===== src/rtl/instr_sequencer.sv =====
// Instruction sequencer: queues MIPS R-type words and steps each one
// through decode, execute, register write and a result handshake.
module instr_sequencer #(
  parameter int FIFO_DEPTH = 4,
  parameter int CNT_W      = 16
) (
  input  logic             clk,
  input  logic             reset,
  input  logic             instr_valid,
  output logic             instr_ready,
  input  logic [31:0]      instr,
  output logic [31:0]      dp_instruction,
  output logic             dp_wr_en,
  input  logic [31:0]      dp_result,
  output logic             res_valid,
  input  logic             res_ready,
  output logic [31:0]      res_data,
  output logic [4:0]       res_rd,
  output logic             illegal,
  output logic             busy,
  output logic [CNT_W-1:0] retired
);

  localparam int AW = $clog2(FIFO_DEPTH);
  localparam logic [AW:0] PTR_ONE = 1;
  localparam logic [CNT_W-1:0] CNT_ONE = 1;

  typedef enum logic [2:0] {
    S_IDLE,
    S_DECODE,
    S_EXECUTE,
    S_WRITE,
    S_RESP
  } state_t;

  state_t r_state, w_next;

  logic [31:0]      r_mem [FIFO_DEPTH];
  logic [AW:0]      r_wptr, r_rptr;
  logic [31:0]      r_instr;
  logic [31:0]      r_res_data;
  logic [4:0]       r_res_rd;
  logic [CNT_W-1:0] r_retired;

  logic w_full, w_empty, w_push, w_pop;
  logic w_legal, w_done;

  assign w_empty = (r_wptr == r_rptr);
  assign w_full  = (r_wptr[AW] != r_rptr[AW]) &&
                   (r_wptr[AW-1:0] == r_rptr[AW-1:0]);
  assign w_push  = instr_valid && !w_full;
  assign w_done  = (r_state == S_RESP) && res_ready;

  // R-type with one of the supported ALU functs
  always_comb begin
    w_legal = 1'b0;
    if (r_instr[31:26] == 6'd0) begin
      case (r_instr[5:0])
        6'h20, 6'h22, 6'h24,
        6'h25, 6'h2A: w_legal = 1'b1;
        default:      w_legal = 1'b0;
      endcase
    end
  end

  // Next state and queue pop
  always_comb begin
    w_next = r_state;
    w_pop  = 1'b0;
    unique case (r_state)
      S_IDLE: begin
        if (!w_empty) begin
          w_pop  = 1'b1;
          w_next = S_DECODE;
        end
      end
      S_DECODE:  w_next = w_legal ? S_EXECUTE : S_IDLE;
      S_EXECUTE: w_next = S_WRITE;
      S_WRITE:   w_next = S_RESP;
      S_RESP: begin
        if (res_ready) begin
          w_pop  = !w_empty;
          w_next = w_empty ? S_IDLE : S_DECODE;
        end
      end
      default:   w_next = S_IDLE;
    endcase
  end

  // Queue storage; contents are don't-care while empty
  always_ff @(posedge clk) begin
    if (w_push) r_mem[r_wptr[AW-1:0]] <= instr;
  end

  // State, pointers, captured instruction/result and counter
  always_ff @(posedge clk or negedge reset) begin
    if (!reset) begin
      r_state    <= S_IDLE;
      r_wptr     <= '0;
      r_rptr     <= '0;
      r_instr    <= '0;
      r_res_data <= '0;
      r_res_rd   <= '0;
      r_retired  <= '0;
    end else begin
      r_state <= w_next;
      if (w_push) r_wptr <= r_wptr + PTR_ONE;
      if (w_pop) begin
        r_rptr  <= r_rptr + PTR_ONE;
        r_instr <= r_mem[r_rptr[AW-1:0]];
      end
      if (r_state == S_EXECUTE) begin
        r_res_data <= dp_result;
        r_res_rd   <= r_instr[15:11];
      end
      if (w_done) r_retired <= r_retired + CNT_ONE;
    end
  end

  // Outputs decode straight from state so reset clears them at once
  always_comb begin
    dp_instruction = 32'h0;
    if (r_state == S_DECODE || r_state == S_EXECUTE ||
        r_state == S_WRITE)
      dp_instruction = r_instr;
  end

  assign instr_ready = !w_full;
  assign dp_wr_en    = (r_state == S_WRITE) && (r_res_rd != 5'd0);
  assign res_valid   = (r_state == S_RESP);
  assign illegal     = (r_state == S_DECODE) && !w_legal;
  assign busy        = (r_state != S_IDLE) || !w_empty;
  assign res_data    = r_res_data;
  assign res_rd      = r_res_rd;
  assign retired     = r_retired;

endmodule


===== config.mk =====
export PLATFORM = sky130hd
export DESIGN_NAME = instr_sequencer
export DESIGN_NICKNAME = d
export VERILOG_FILES = /design/src/rtl/instr_sequencer.sv
export SDC_FILE = /design/constraint.sdc
export NUM_CORES = 1
export LEC_CHECK = 0
export BUFFER_PORTS_ARGS = -buffer_cell sky130_fd_sc_hd__clkbuf_2
export CAP_MARGIN = 20
export CORE_MARGIN = 2
export CORE_UTILIZATION = 50
export CTS_CLUSTER_DIAMETER = 80
export DETAILED_ROUTE_END_ITERATION = 12
export HOLD_SLACK_MARGIN = 0.05
export PLACE_DENSITY = 0.76
export SLEW_MARGIN = 30
export SYNTH_ARGS = -nofsm -noshare
export SYNTH_HDL_FRONTEND = slang
export SYNTH_SLANG_ARGS = --single-unit

===== constraint.sdc =====
create_clock -name clk -period 2.2 [get_ports clk]
set_clock_uncertainty 0.1 [all_clocks]
set_input_delay 0.11 -clock clk [delete_from_list [all_inputs] [get_ports clk]]
set_output_delay 0.11 -clock clk [all_outputs]
set_load 0.02 [all_outputs]

==> results.ini <==
[setup_path]
critical_path_class=reg2out
ff2ff_path_depth=5
cp.arrival_ns=2.13
crit_start=r_rptr[0]$_DFFE_PN0P_
cp-endpoint=busy
r2r-end=r_mem[2][30]$_DFFE_PP_
critPathRequiredTime_ns=1.99
crit_fanout=3
startpoint_type=flip-flop
endpoint_kind=output pin
r2r_setup_slack_ns=0.19
reg2reg_from=r_wptr[2]$_DFFE_PN0P_

[sta]
rsz0062_at_grt=yes
post-route-period-util_pct=106
clock.fmax_mhz=427
worst_slack_ns=-0.142
holdWs_ns=0.102
setup_viol_count_final=1
hold_viol=0
worstMarginPinSlew_ns=0.704
relSlewSlack_pct=53.1
period_needed_ns=2.34
slew_viol_final=0
tns_ns=-0.142

[global_route]
grt-ovfl-total=0
antenna_found_initial=1
grt_usage_pct=19.8
grt_pass1_wl_mm=27.9
grt_pass1_vias=5306
grt_max_degree=50

[detailed_routing]
via_per_inst=5.19
wirelength_mm=18.2
drt_iter0_drc=251
ant_nets=0
via_count=4976
firstDrtPassIters=4
post_drt_wl_per_cell_um=18.9
remaining_drc_errors=0

[synthesis]
synth-warning-count=0
yosysUniqueCellTypes=34
synth.cell_area_um2=8690
synth_fp_nets=541
synth_largest_area_cell=edfxtp_1
seq_area_frac_synth_pct=71.3
postSynthAreaPerCell_um2=18.6
postSynthCellCount=467
synth_area_leaders=edfxtp_1 44%, dfrtp_1 27%, mux2_2 8.9%, mux4_2 8.3%, and2_1 2.5%
synth_flop_cell=edfxtp_1
ys_async_sr_fraction_pct=42.3
ys_ff_latch=222
synth-edff-count=128
synth_top_area_share_pct=44.2

[power]
p_leak_uw=0.00477
p_per_area_nw_per_um2=1340
peakVddDrop_v=0.000922
report.power.total_uw=15200

[floorplan]
dieArea_um2=18400
boundaryPins=158
core-area_um2=17100
die_h_um=136
initial_core_util_pct=50.8
die_x_um=136
rows=48

[cts]
cts_tree=done
clockBufferDepth=3
ctsRootBufferMaster=clkbuf_16
cts.sinks=222
clkLatencyLatePin_ns=0.50
numCtsBuffers=23
cts.clk_slew.worst_paths_ns=0.06
htree_levels=1

[place]
dpl_cell_area_um2=9830
gp_congestion=0.732
dp_hpwl_mm=11.2
io_buffers=157

[cells_and_area]
fin_nets=790
ff_latch_area_um2=6200
multi_input_area_um2=2400
syn2layout_area_growth_pct=30.6
drive_above_1_share_pct=45.3
fin_area_um2=11300
fill_cells=1126

[hold_path]
hold_class=in2async

[status]
status=finished with violations
failed_checks=negative setup slack

[job]
cap_violations=0

==> how the worst min path moves through the flow <==
stage                        endpoint  depth (start not counted)  slack (ns)  startpoint
2_1_floorplan  r_instr[0]$_DFFE_PN0P_                          0       -0.29       reset
3_3_place_gp   retired[3]$_DFFE_PN0P_                          1        0.09       reset
3_5_place_dp   retired[3]$_DFFE_PN0P_                          1        0.10       reset
4_1_cts        retired[3]$_DFFE_PN0P_                          2        0.14       reset
5_1_grt        retired[3]$_DFFE_PN0P_                          2        0.18       reset
6_report       retired[3]$_DFFE_PN0P_                          2        0.10       reset
==> per-layer routing <==
layer	vias to the layer above	GRT usage, %	wire length, um
met2	190	36.3	9250
met1	2496	24.4	7370
met3	23	4.40	1280
met5	-	0	0
met4	0	3.82	256
li1	2267	-	-
==> synth_stat cells (4+ instances only) <==
master,count
nor2_1,5
clkbuf_1,9
inv_1,4
mux4_2,32
xnor2_1,16
edfxtp_1,128
dfrtp_1,94
nand3_1,6
ha_1,6
xor2_1,7
and4_1,4
nand2_1,6
buf_2,11
and2_1,35
and3_1,5
mux2_2,69
==> sequential cells by signal, indices dropped and copies added (netlist names) <==
name	count
r_mem	128
r_rptr	3
res_data	32
r_instr	32
res_rd	5
r_state	3
retired	16
r_wptr	3
==> per-stage QoR <==
| step | utilization [%] | std cells | setup slack, ns |
|---|---|---|---|
| floorplan | - | 467 | 0.0315 |
| global placement | 57.5 | 842 | 0.278 |
| detailed placement | 57.5 | 842 | 0.191 |
| CTS | 66.0 | 954 | -0.160 |
| global route | 66.3 | 959 | -0.184 |
| finish | 66.3 | 959 | -0.142 |
==> layout make-up <==
class,instances,share of cell area [%]
Clock buffer,35,6.00
Timing Repair Buffer,247,15.0
Sequential cell,222,54.6
Inverter,4,0.132
Multi-Input combinational cell,218,21.1
Clock inverter,7,0.574
Antenna cell,1,0.0221
Tap cell,225,2.48
==> report_power, final <==
part | switching (uW) | total (uW) | internal, uW
Sequential | 504 | 6130 | 5630
Clock | 1520 | 3770 | 2250
Combinational | 2760 | 5290 | 2530
==> cells by family (layout without fill, tap and decap cells) <==
| family | count (synthesis) | in the layout | synth area share [%] |
|---|---|---|---|
| other | 0 | 1 | 0 |
| and+or+nand+nor | 78 | 78 | 5.47 |
| adders and majority gates | 6 | 6 | 0.864 |
| DFF | 222 | 222 | 71.3 |
| buffers and inverters | 27 | 293 | 1.58 |
| AOI/OAI and AO/OA | 6 | 6 | 0.720 |
| muxes | 105 | 105 | 17.7 |
| xor gates and xnor gates | 23 | 23 | 2.32 |
==> critical path, stage by stage, from the launching register on <==
cell and delay, ns:
dfrtp_2 0.42, xor2_2 0.20, or3_4 0.40, or4_4 0.45, buf_8 0.15
==> cells in the final DEF (no fill, tap or decap), types with 4 or more instances in the layout <==
cell,instances
and4_1,4
mux2_2,69
clkbuf_2,155
buf_12,5
nand2_1,6
clkbuf_1,6
nor2_1,4
and3_2,4
dfrtp_1,91
dlygate4sd3_1,67
buf_4,19
ha_1,6
clkbuf_8,6
mux4_2,32
clkbuf_16,23
clkinv_2,4
and2_1,35
edfxtp_1,128
nand3_1,6
xor2_1,6
xnor2_1,16
inv_1,4
==> what timing repair did <==
item	CTS	global route
hold buffers	67	0
buffers inserted	3	4
gates cloned	0	0
gates resized for setup	5	4
pin swaps	0	2
setup endpoints to repair	29	21
hold endpoints to repair	209	0
Power figures use the tool's default switching activity.
